**config.mk**
```make
export PLATFORM = sky130hd
export DESIGN_NAME = mem_arbiter
export DESIGN_NICKNAME = d
export VERILOG_FILES = /design/src/rtl/cpu_types_pkg.sv /design/src/rtl/mem_arbiter.sv
export SDC_FILE = /design/constraint.sdc
export NUM_CORES = 1
export LEC_CHECK = 0
export CAP_MARGIN = 15
export CORE_ASPECT_RATIO = 1.4
export CORE_MARGIN = 10
export CORE_UTILIZATION = 25
export DETAILED_ROUTE_END_ITERATION = 16
export HOLD_SLACK_MARGIN = 0.05
export PLACE_DENSITY = 0.7
export RECOVER_POWER = 25
export SLEW_MARGIN = 20
export SYNTH_ARGS = -nofsm -noshare
export SYNTH_HDL_FRONTEND = slang
export SYNTH_SLANG_ARGS = --single-unit
```
**constraint.sdc**
```tcl
create_clock -name CLK -period 3.35 [get_ports CLK]
set_input_delay 0.5025 -clock CLK [delete_from_list [all_inputs] [get_ports CLK]]
set_output_delay 0.5025 -clock CLK [all_outputs]
set_load 0.05 [all_outputs]
```
**src/rtl/cpu_types_pkg.sv**
```systemverilog
// Shared CPU-side types: RAM handshake status and memory-arbiter FSM states.
package cpu_types_pkg;

  typedef enum logic [1:0] {
    FREE   = 2'd0,
    BUSY   = 2'd1,
    ACCESS = 2'd2,
    ERROR  = 2'd3
  } ramstate_t;

  typedef enum logic [1:0] {
    IDLE  = 2'd0,
    D_ACC = 2'd1,
    I_ACC = 2'd2,
    DONE  = 2'd3
  } arb_state_t;

  // ACCESS and ERROR both end the RAM transaction.
  function automatic logic ram_ends(ramstate_t rs);
    return (rs == ACCESS) || (rs == ERROR);
  endfunction

endpackage

```
**src/rtl/mem_arbiter.sv**
```systemverilog
// Arbitrates the single RAM port between instruction fetch and data access.
// Build option MEM_ARB_FAIRNESS_EN bounds consecutive data grants while fetch waits.
module mem_arbiter
  import cpu_types_pkg::*;
#(
  parameter int unsigned TIMEOUT_CYCLES = 64,
  parameter int unsigned MAX_D_STREAK   = 4
) (
  input  logic        CLK,
  input  logic        nRST,
  input  logic        iREN,
  input  logic [31:0] iaddr,
  output logic [31:0] iload,
  output logic        iwait,
  input  logic        dREN,
  input  logic        dWEN,
  input  logic [31:0] daddr,
  input  logic [31:0] dstore,
  output logic [31:0] dload,
  output logic        dwait,
  output logic        ramREN,
  output logic        ramWEN,
  output logic [31:0] ramaddr,
  output logic [31:0] ramstore,
  input  logic [31:0] ramload,
  input  logic [1:0]  ramstate,
  output logic        bus_err
);

  arb_state_t  state_q, state_d;
  logic [31:0] tmo_q, tmo_d;
  logic        bus_err_q, err_set;
  logic        ireq, dreq;
  logic        i_done, d_done;
  logic        force_i;
  ramstate_t   rs;

  assign ireq = iREN;
  assign dreq = dREN | dWEN;
  assign rs   = ramstate_t'(ramstate);

  always_comb begin
    state_d  = state_q;
    tmo_d    = tmo_q;
    err_set  = 1'b0;
    i_done   = 1'b0;
    d_done   = 1'b0;
    ramREN   = 1'b0;
    ramWEN   = 1'b0;
    ramaddr  = '0;
    ramstore = '0;
    iload    = '0;
    dload    = '0;
    unique case (state_q)
      IDLE: begin
        tmo_d = '0;
        if (dreq && !force_i) begin
          state_d = D_ACC;
        end else if (ireq) begin
          state_d = I_ACC;
        end
      end
      D_ACC: begin
        ramaddr  = daddr;
        ramstore = dstore;
        if (!dreq) begin
          state_d = IDLE;
          tmo_d   = '0;
        end else begin
          ramWEN = dWEN;
          ramREN = dREN & ~dWEN;
          if (ram_ends(rs) || (tmo_q == TIMEOUT_CYCLES - 1)) begin
            d_done  = 1'b1;
            err_set = (rs != ACCESS);
            dload   = (rs == ACCESS) ? ramload : '0;
            state_d = DONE;
            tmo_d   = '0;
          end else begin
            tmo_d = tmo_q + 32'd1;
          end
        end
      end
      I_ACC: begin
        ramaddr = iaddr;
        if (!ireq) begin
          state_d = IDLE;
          tmo_d   = '0;
        end else begin
          ramREN = 1'b1;
          if (ram_ends(rs) || (tmo_q == TIMEOUT_CYCLES - 1)) begin
            i_done  = 1'b1;
            err_set = (rs != ACCESS);
            iload   = (rs == ACCESS) ? ramload : '0;
            state_d = DONE;
            tmo_d   = '0;
          end else begin
            tmo_d = tmo_q + 32'd1;
          end
        end
      end
      DONE: begin
        state_d = IDLE;
        tmo_d   = '0;
      end
      default: state_d = IDLE;
    endcase
  end

  assign iwait   = ireq & ~i_done;
  assign dwait   = dreq & ~d_done;
  assign bus_err = bus_err_q;

  always_ff @(posedge CLK) begin
    if (!nRST) begin
      state_q   <= IDLE;
      tmo_q     <= '0;
      bus_err_q <= 1'b0;
    end else begin
      state_q   <= state_d;
      tmo_q     <= tmo_d;
      bus_err_q <= bus_err_q | err_set;
    end
  end

`ifdef MEM_ARB_FAIRNESS_EN
  logic [31:0] streak_q, streak_d;

  assign force_i = ireq && (streak_q >= MAX_D_STREAK);

  always_comb begin
    streak_d = streak_q;
    if (state_q == IDLE) begin
      if (dreq && !force_i) begin
        if (ireq && (streak_q < MAX_D_STREAK)) streak_d = streak_q + 32'd1;
      end else if (ireq) begin
        streak_d = '0;
      end
    end
  end

  always_ff @(posedge CLK) begin
    if (!nRST) begin
      streak_q <= '0;
    end else begin
      streak_q <= streak_d;
    end
  end
`else
  // Strict data priority: fetch is never forced ahead of a data request.
  assign force_i = (MAX_D_STREAK == 0) && 1'b0;
`endif

endmodule

```
# --- Word level (Yosys, flattened, before mapping) ---
# Cells that the tools add are included.
# W data, S select, Z words.
classes:
  n_addsub: 1
  eq_ne: 8
  muxes: 32
  bitwise: 8
  reduce_logical: 4
ops:
  columns: ["cell", "count"]
  rows:
  - ["$mux W32", 10]
  - ["$pmux W32 S3", 1]
  - ["$pmux W32 S2", 1]
  - ["$add A32 B1 Y32 const B", 1]
  - ["$eq A32 B6 Y1 const B", 1]
  - ["$mux W1", 12]
  - ["$mux W2", 5]
  - ["$eq A2 B2 Y1 const B", 4]
  - ["$pmux W2 S4", 1]
  - ["$pmux W1 S2", 2]
  - ["$and A1 B1 Y1", 3]
  - ["$ne A3 B3 Y1 const B", 1]
  - ["$not A1 Y1", 3]
  - ["$eq A2 B1 Y1 const B", 1]
  - ["$logic_not A2 Y1", 1]
  - ["$logic_or A1 B1 Y1", 2]
  - ["$ne A2 B2 Y1 const B", 1]
  - ["$or A1 B1 Y1", 2]
  - ["$reduce_or A2 Y1", 1]
word_totals:
  register_bits: 35
  inputBits: 135
  output_inout_bits: 133
  word_cells: 56

# --- Depth between registers and ports, before layout ---
logic_depth:
  ltp_word: 8
  ltp_mapped: 8
  depth_no_buf: 6

# --- Worst setup path before layout ---
# No wires, ideal clock.
synth_path:
  path_type: "flip-flop to output port"
  startpoint: "reg state_q[1]"
  endpoint: "out ramREN"
  t_arrival_ps: 2104
  t_required_ps: 2847
  setup_slack_ps: 744
  path_stages_with_launch: 6
  n_path_buf: 1
  path_cell_list: "dfxtp_1 > inv_1 > ha_1 > clkbuf_1 > nand3b_1 > a21boi_0"
synth_between:
  elab_chain_cells: 2
synth_rtl:
  columns: ["item", "line", "text"]
  rows:
  - ["start: declaration", "mem_arbiter.sv:30", "arb_state_t state_q, state_d;"]
  - ["start signal: assignment", "mem_arbiter.sv:119", "state_q <= state_d;"]
  - ["$eq A2 B2 Y1 or $eq A2 B1 Y1 (tied branches)", "mem_arbiter.sv:54", "unique case (state_q)"]
  - ["$pmux W1 S2 *", "mem_arbiter.sv:54", null]
  - ["end: declaration", "mem_arbiter.sv:21", "output logic ramREN,"]
# Every way passes the cells marked *; elsewhere a longest branch is shown, timed or not.

# --- Worst setup path after layout ---
layout_path:
  startpoint: "reg state_q[1]"
  endpoint: "out ramaddr[13]"
layout_between:
  elab_chain_cells: 2
layout_rtl:
  columns: ["item", "line", "text"]
  rows:
  - ["$eq A2 B2 Y1 or $eq A2 B1 Y1 (tied branches)", "mem_arbiter.sv:54", null]
  - ["$pmux W32 S2 *", "mem_arbiter.sv:54", null]
  - ["end: declaration", "mem_arbiter.sv:23", "output logic [31:0] ramaddr,"]
# Marked as above.

==> summary.txt <==
Status
  – Outcome: finished clean

STA
  – Setup total negative slack: 0 ns
  – Fin crit share: 0.941
  – Highest Clock Rate: 317 MHz
  – Worst Hold Slack: 0.477 ns
  – Final min period: 3.15 ns
  – Worst-Margin Slew: 1.00 ns
  – Unrepaired setup endpoints after global routing: false
  – Skew final: 0.00483 ns
  – Rel. slew slack: 0.332
  – Final hold vios: 0
  – Max-slew violations: 0
  – Final setup fails: 0

Logic synthesis
  – Synth top area share: 0.236
  – Top FF cell, synth: dfxtp_1
  – Mapped cell area: 0.00297 mm2
  – Synth Instances: 395
  – Synth top area cells: dfxtp_1, and2_1, a22oi_1
  – EDFF count, synth: 0
  – Cell with the most instances after synthesis: and2_1
  – Post-synthesis cell type count: 39
  – Seq cells post-synth: 35
  – Register area share after synthesis: 0.236
  – Leading area contributor after synthesis: dfxtp_1
  – Ys async rst share: 0
  – Post-synth net total: 535
  – Mean Syn Cell Area: 7.52 um2
  – Synth warn: 0
  – List of most frequent post-synthesis cells: and2_1, dfxtp_1, nor2b_1

Placement
  – DPL Wire Length: 15600 um
  – GPL Wtd Cong: 0.863
  – Port bufs: 267

Drt
  – Final ANT Viol Nets: 0
  – Drt first pass iters: 4
  – Post-DR wirelength/cell: 23.2 um
  – Vias per cell: 5.01
  – Vias post-DR: 3961
  – WL final: 18400 um
  – Post-route DRC violation count: 0
  – Initial DRC Count: 222

Global route
  – GR Overflow Total: 0
  – Largest net degree at the start of global routing: 69
  – Vias in the first global route: 4091
  – Initial antenna violation count: 3
  – First-pass GRT wire length: 26700 um
  – Gr usage total: 0.205

Die
  – Core Box Area: 0.0118 mm2
  – Row count: 47
  – Die Y: 149 um
  – Io pins: 268
  – Die width: 112 um
  – Area of the die: 0.0167 mm2
  – Initial Utilization: 0.253

CTS
  – CTS sink cnt: 35
  – Clk_lat worst skew: 0.28 ns
  – # Post-CTS Setup Buffers: 0
  – Max Buffers Root-to-Sink: 2
  – CTS tree: done
  – Root buf cell: clkbuf_16
  – TritonCTS buffer count: 5
  – Reg clk slew, reported paths: 0.05 ns
  – H-tree levels: 2

Critical path
  – WP data required: 2.85 ns
  – R2R Setup Slk: 0.80 ns
  – Crit. End Element: output port
  – R2R depth: 5
  – Reg-to-Reg End: tmo_q[30]
  – Critical path class: reg -> out
  – Critical Path AT: 2.65 ns
  – R2r startpoint: tmo_q[0]
  – Crit-path max FO: 68
  – Crit path launch type: register

Power and ir drop
  – Worst VDD drop: 0.000150 V
  – Leak: 2.23 nW
  – Power Density: 267 mW/mm2

Cells and area
  – Area Overhead vs Synth: 119%
  – Fill cells: 1035
  – Nets: 784
  – Fraction of layout cells with a size suffix above 1: 0.134

Worst hold path
  – Hold_sp: bus_err
  – Hold Path End: bus_err
  – Hold Path Class: reg -> reg
  – Hold path depth: 1

Run
  – Max_cap viols: 0
==> sequential cells by signal, summed over array words and instances (netlist names) <==
signal,count
bus_err,1
state_q,2
tmo_q,32
==> through the flow <==
step	power, mW	util	std cells	setup WS (ns)	instance area [um2]
global placement	1.31	0.543	784	0.399	6390
detailed placement	1.32	0.543	784	0.252	6390
global route	1.80	0.553	790	0.0143	6500
CTS	1.74	0.554	790	0.124	6520
finish	1.74	0.553	791	0.199	6510
floorplan	0.908	-	395	0.744	2970
==> worst max-delay path, cell delays in order, from the launching register on <==
cell             delay (ns)
dfxtp_1                0.34
inv_1                  0.13
ha_2                   0.20
buf_4                  0.51
a22oi_1                0.14
nor2b_1                0.14
clkdlybuf4s50_1        0.89
==> cells by family after synthesis <==
kind of cell	Yosys count	synth area share
and+or+nand+nor	220	0.451
AOI/OAI and AO/OA	80	0.197
buffers and inverters	41	0.0539
DFF	35	0.236
xor gates and xnor gates	14	0.0413
adders and majority gates	5	0.0211
==> cells in the final DEF (no fill, tap or decap), types with 3 or more instances in the layout <==
cell             Yosys  routed
or4_1                9      10
nand2_1             11      11
nor4_1               9       9
nor3_1              20      20
a211oi_1            16      16
xnor2_1             13      13
o21ai_0             12      12
dfxtp_1             35      35
nand4_1              8       9
clkdlybuf4s50_1      0     196
and2_0               0       4
clkbuf_16            0       5
and2_1              97      93
nor2_1               7       7
o31ai_1              8       8
buf_12               0      64
ha_1                 5       3
nor2b_1             33      33
a22oi_1             32      32
or3_1                9       9
inv_1               10      10
nand3_1              7       7
buf_4                1      10
==> power by group <==
group	leakage [nW]	total, mW	switching, mW	internal [mW]
Sequential	0.282	0.425	0.00359	0.421
Clock	0.0628	0.426	0.159	0.267
Combinational	1.89	0.887	0.508	0.379
==> timing repair <==
| item | CTS | global route |
|---|---|---|
| endpoints found under the setup margin | 0 | 13 |
| hold buffers | 0 | 0 |
| resized for setup | 0 | 1 |
==> how the worst max path moves through the flow <==
stage / from / end / slack, ns / cells past startpoint
floorplan: state_q[1] / ramREN / 0.74 / 5
global placement: dREN / dload[14] / 0.40 / 6
detailed placement: dWEN / dload[2] / 0.25 / 6
CTS: state_q[1] / ramaddr[13] / 0.12 / 4
global route: dWEN / dload[2] / 0.01 / 6
finish: state_q[1] / ramaddr[13] / 0.20 / 6
==> metal layers <==
metal	vias to the layer above	track usage	wire (um)
met5	-	0	0
li1	1902	-	-
met2	194	0.335	8890
met3	12	0.103	2300
met1	1853	0.240	7040
met4	0	0.0267	126
==> layout make-up <==
cell class	instances	area [um2]	area share
antenna	1	2.50	0.000385
inverter	10	37.5	0.00577
sequential	35	701	0.108
multi-input combinational	319	2120	0.325
clock buffer	6	129	0.0198
tap	147	184	0.0283
timing repair buffer	273	3340	0.513
Note: power is estimated with default switching activity, not from simulation.
==> RTL edit 1: new RTL, config.mk and constraints unchanged <==
The option `MEM_ARB_FAIRNESS_EN` is turned on by a define.
--- a/src/rtl/mem_arbiter.sv
+++ b/src/rtl/mem_arbiter.sv
@@ -1,5 +1,7 @@
 // Arbitrates the single RAM port between instruction fetch and data access.
 // Build option MEM_ARB_FAIRNESS_EN bounds consecutive data grants while fetch waits.
+`define MEM_ARB_FAIRNESS_EN
+
 module mem_arbiter
   import cpu_types_pkg::*;
 #(
Check against the original RTL: no difference found for any inputs over 4 cycles, from zero or initial values and one cycle with nRST low; that may be too few to reach the edited logic, so the function may still have changed.
==> RTL edit 1 against the unedited design <==
Count of clock-buffer cells in the layout up 6; first-iteration DRC count down 12%; area after synthesis is 45% higher; sequential cell count increased by 32; setup slack better by 0.059 ns; worst hold slack got worse by 0.042 ns; critical path type unchanged; routed wire length up 6.7%; power up 42%; cell area increased by 23%; core utilization down 7.8 points; clock power increased by 96%.
==> RTL edit 1: results (changes against the unedited design) <==
| Metric | Value |
|---|---|
| Synth top cells by count | `102 x and2_1, 80 x nor2_1, 67 x dfxtp_1` |
| RR Startpoint | `tmo_q[19]` |
| Synth unique cells | `38 (-2.6%)` |
| Syn_nets | `704 (+32%)` |
| Leakage | `2.835 nW (+27%)` |
| Max transition margin | `0.2738 (-0.05778)` |
| Wire per inst | `19.10 um (-18%)` |
| Switch share | `0.3223 (-0.06346)` |
| RD Place Congestion | `0.8267 (-4.3%)` |
| Max VDD drop | `0.2660 mV (+77%)` |
| Outcome | `complete, no violations` |
| Hold endpoint | `tmo_q[0]` |
| Via density | `4.734 (-5.5%)` |
| Clock Path Buffers | `2 (unchanged)` |
| DR pass1 iterations | `5 (+1)` |
| Worst-Skew Late Latency | `0.33 ns (+0.05 ns)` |
| Number of global-route vias before repair | `4712 (+15%)` |
| Dpl hpwl | `16230 um (+3.9%)` |
| Layout Nets | `957 (+22%)` |
| Share of layout cells above drive strength 1 | `0.1207 (-0.01302)` |
| All-layer global routing usage | `0.1610 (-0.04376)` |
| 1st-iter DRT viols | `195 (-12%)` |
| Largest cells by area after synthesis | `dfxtp_1 31%, and2_1 15%, xnor2_1 7.3%` |
| Initial antenna violation count | `5 (+2)` |
| First-pass GRT wire length | `28350 um (+6.2%)` |
| Largest net degree at the start of global routing | `43 (-38%)` |
| Fin Clk Skew | `0.005931 ns (+0.001102 ns)` |
| Crit Path Max Fanout | `6 (-91%)` |
| CTS root buf | `clkbuf_16` |
| Crit-path max cell delay | `0.73 ns (-0.16 ns)` |
| Hold Path Origin | `tmo_q[0]` |
| Seq/Total Area, Yosys | `0.3119 (+0.07601)` |
| H-tree depth | `3 (+1)` |
| Arr. time, crit path | `2.59 ns (-0.06 ns)` |
| CTS Buf Count | `9 (+4)` |
| Port Buf Inserts | `267 (unchanged)` |
| FF-to-FF End | `tmo_q[27]` |
==> RTL edit 1: cell count changes in the layout (fill, tap and decap cells not counted), moves of 8 or more <==
cell,delta
a211oi_1,-16
and2_1,+9
clkbuf_1,+10
clkdlybuf4s50_1,-11
dfxtp_1,+32
nand2_1,+13
nand3_1,+13
nor2_1,+73
nor4_1,+8
xnor2_1,+23
xor2_1,+10
==> RTL edit 1: area by class of cell <==
cell class / instances / area, um^2
sequential: 67 / 1341
tap: 203 / 254.0
timing repair buffer: 276 / 3301
fill: 1578 / 8830
clock buffer: 12 / 246.5
multi-input combinational: 450 / 2779
antenna: 2 / 5.005
clock inverter: 3 / 15.01
inverter: 12 / 45.04
==> RTL edit 1: cell families after synthesis <==
kind of cell	share of synthesized area
AO/OA/AOI/OAI	0.1100
XOR/XNOR	0.09572
adder cells (fa/ha/maj)	0.01746
buffers and inverters	0.04248
flip-flops	0.3119
AND/OR/NAND/NOR	0.4225
==> RTL edit 1: what timing repair did <==
item	CTS	global route
hold buffers	0	0
endpoints found under the hold margin	0	0
buffers inserted	0	0
gates resized for setup	0	1
setup endpoints to repair	0	2
==> RTL edit 1: critical path, delay by kind of cell (launching register included) <==
family	cells	cell delay, ns
buf+inv	1	0.73
compound gates	2	0.63
simple gates	2	0.53
flops	1	0.36
==> RTL edit 1: how the worst max path moves through the flow <==
stage                        to  depth (start not counted)
floorplan                 iwait                          5
global placement          iwait                          5
detailed placement        iwait                          5
CTS                       iwait                          5
global route        ramaddr[28]                          6
finish                    iwait                          5
==> RTL edit 1: per-stage QoR <==
stage / power, W / hold WS (ns) / instances / area, um^2 / setup slack (ns)
2_1_floorplan: 0.001267 / 0.4129 / 563 / 4300 / 0.7784
3_3_place_gp: 0.001656 / 0.4225 / 1008 / 7760 / 0.4258
3_5_place_dp: 0.001657 / 0.4297 / 1008 / 7760 / 0.4151
4_1_cts: 0.002498 / 0.4367 / 1023 / 8021 / 0.03084
5_1_grt: 0.002556 / 0.4654 / 1024 / 7984 / 0.09896
6_report: 0.002462 / 0.4347 / 1025 / 7986 / 0.2579
==> RTL edit 1: per-layer routing <==
layer | global-route usage | up-vias | wire length, um
li1 | - | 2427 | -
met1 | 0.1683 | 2188 | 7203
met2 | 0.2841 | 199 | 9820
met3 | 0.05877 | 30 | 1985
met4 | 0.05994 | 8 | 504
met5 | 0 | - | 62
==> RTL edit 1: power by group through the flow <==
stage                     registers [W]  clock network [W]  logic [W]
after floorplan                0.000829                  0   0.000438
after CTS                      0.000810           0.000853   0.000834
after global placement         0.000827                  0   0.000829
after global routing           0.000811           0.000884   0.000862
after detailed placement       0.000827                  0   0.000829
final                          0.000811           0.000834   0.000817
==> RTL edit 2: new RTL, same settings <==
Without the edit above. The 4 states of `arb_state_t` get a Gray code encoding in 2 bits.
--- a/src/rtl/cpu_types_pkg.sv
+++ b/src/rtl/cpu_types_pkg.sv
@@ -9,10 +9,10 @@
   } ramstate_t;
 
   typedef enum logic [1:0] {
-    IDLE  = 2'd0,
-    D_ACC = 2'd1,
-    I_ACC = 2'd2,
-    DONE  = 2'd3
+    IDLE  = 2'b00,
+    D_ACC = 2'b01,
+    I_ACC = 2'b11,
+    DONE  = 2'b10
   } arb_state_t;
 
   // ACCESS and ERROR both end the RAM transaction.
Function: same outputs for any inputs over 10 cycles, from zero or initial values and one cycle with nRST low; not proved beyond that.
==> RTL edit 2 against the unedited design <==
Largest power group unchanged; core utilization shrank 1.3 points; area after synthesis increased by 3.5%; combinational power up 12%; critical path type unchanged; cell area down 0.81%; routed wire length rose by 2.7%; clock skew shrank 0.00055 ns; sequential power about the same; highest routed layer is now met5; count of clock-buffer cells in the layout up 1; power increased by 7.1%; maximum frequency grew 5.4%; via count grew 5.0%; sequential cell count did not move; setup slack improved by 0.16 ns.
==> RTL edit 2: results (changes against the unedited design) <==
| Metric | Value |
|---|---|
| Outcome | `complete, no violations` |
| First-pass GRT wire length | `26360 um (-1.2%)` |
| Synth top cells by count | `69 x and3_1, 35 x dfxtp_1, 34 x and2_1, 34 x nor2b_1, 33 x mux2i_1` |
| DR top layer | `met5` |
| Global routing usage on met2 | `0.3499 (+0.01452)` |
| Fillers | `1063 (+2.7%)` |
| Layout Nets | `781 (-0.38%)` |
| Syn_nets | `533 (-0.37%)` |
| Net Switching | `0.0007686 W (+15%)` |
| Reg power frac | `0.228 (-0.017)` |
| Share of layout cells above drive strength 1 | `0.1780 (+0.04427)` |
| DR pass1 iterations | `5 (+1)` |
| Reg2reg setup slack | `0.61 ns (-0.19 ns)` |
| Initial antenna violation count | `7 (+4)` |
| 1st-iter DRT viols | `357 (+61%)` |
| Max VDD drop | `0.2151 mV (+43%)` |
| Seq/Total Area, Yosys | `0.2278 (-0.008061)` |
| Internal power | `0.001092 W (+2.4%)` |
| All-layer global routing usage | `0.2017 (-0.003076)` |
| Wire per inst | `23.76 um (+2.4%)` |
| Number of global-route vias before repair | `3912 (-4.4%)` |
| Met1 Wirelength | `6839 um (-2.9%)` |
| Synth unique cells | `36 (-7.7%)` |
| N_diodes | `0 (-1)` |
| CTS root buf | `clkbuf_16` |
| Met2 WL | `9208 um (+3.6%)` |
| Layer with the highest usage | `met2` |
| Setup Fix Bufs, Post-CTS | `0 (unchanged)` |
| Max transition margin | `0.3248 (-0.006816)` |
| Dpl hpwl | `15850 um (+1.5%)` |
| Worst-Skew Late Latency | `0.28 ns (about the same)` |
| Hold/Removal Path Class | `reg -> reg` |
| RD Place Congestion | `0.9150 (+6.0%)` |
| Met3 routed WL | `2573 um (+12%)` |
| Leakage | `2.549 nW (+14%)` |
| M1 GR Usage | `0.2205 (-0.01985)` |
| Fin Clk Skew | `0.004276 ns (-0.0005531 ns)` |
| Largest net degree at the start of global routing | `50 (-28%)` |
| Crit Path Max Fanout | `8 (-88%)` |
| Largest cells by area after synthesis | `dfxtp_1 23%, and3_1 14%, mux2i_1 11%` |
| Met3 usage | `0.1029 (+0.0002725)` |
| Most flops, register | `tmo_q` |
| Total number of vias | `4161 (+5.0%)` |
| Clock network power | `0.000440 W (+3%)` |
## RTL edit 2: per-stage QoR
stage	hold slack, ns	setup WS, ns	area, um^2	instances	utilization
5_1_grt	0.4924	0.2274	6454	793	0.5406
3_5_place_dp	0.4676	0.6191	6379	785	0.5343
4_1_cts	0.4799	0.3740	6516	793	0.5459
2_1_floorplan	0.4601	0.6597	3075	397	-
6_report	0.4665	0.3610	6454	793	0.5406
3_3_place_gp	0.4553	0.6314	6379	785	0.5343
## RTL edit 2: final cells by class
type | count | area [um^2] | share of cell area
multi-input combinational | 319 | 2167 | 0.3358
clock buffer | 7 | 132.6 | 0.02055
sequential | 35 | 701.9 | 0.1088
inverter | 6 | 22.52 | 0.003490
timing repair buffer | 278 | 3241 | 0.5021
tap | 147 | 183.9 | 0.02850
clock inverter | 1 | 5.005 | 0.0007755
## RTL edit 2: critical path, cell delays in order (launching register included)
cell,delay [ns]
dfxtp_1,0.34
ha_1,0.24
nand3_1,0.23
nor2_1,0.14
a31o_2,0.23
a21oi_1,0.15
clkdlybuf4s50_1,0.87
## RTL edit 2: final timing paths
path / from / to / cells after the start
max: tmo_q[0] / dwait / 6
min: bus_err / bus_err / 1
max reg2reg: tmo_q[9] / tmo_q[19] / 4
min reg2reg: bus_err / bus_err / 1
## RTL edit 2: cell families (layout without fill, tap and decap cells)
group | count (synthesis) | in the layout | synth area share
mux | 33 | 33 | 0.1074
xor+xnor | 11 | 11 | 0.03133
simple gates | 225 | 225 | 0.4520
compound gates | 49 | 49 | 0.1184
flops | 35 | 35 | 0.2278
buf+inv | 43 | 292 | 0.05899
fa+ha+maj | 1 | 1 | 0.004068
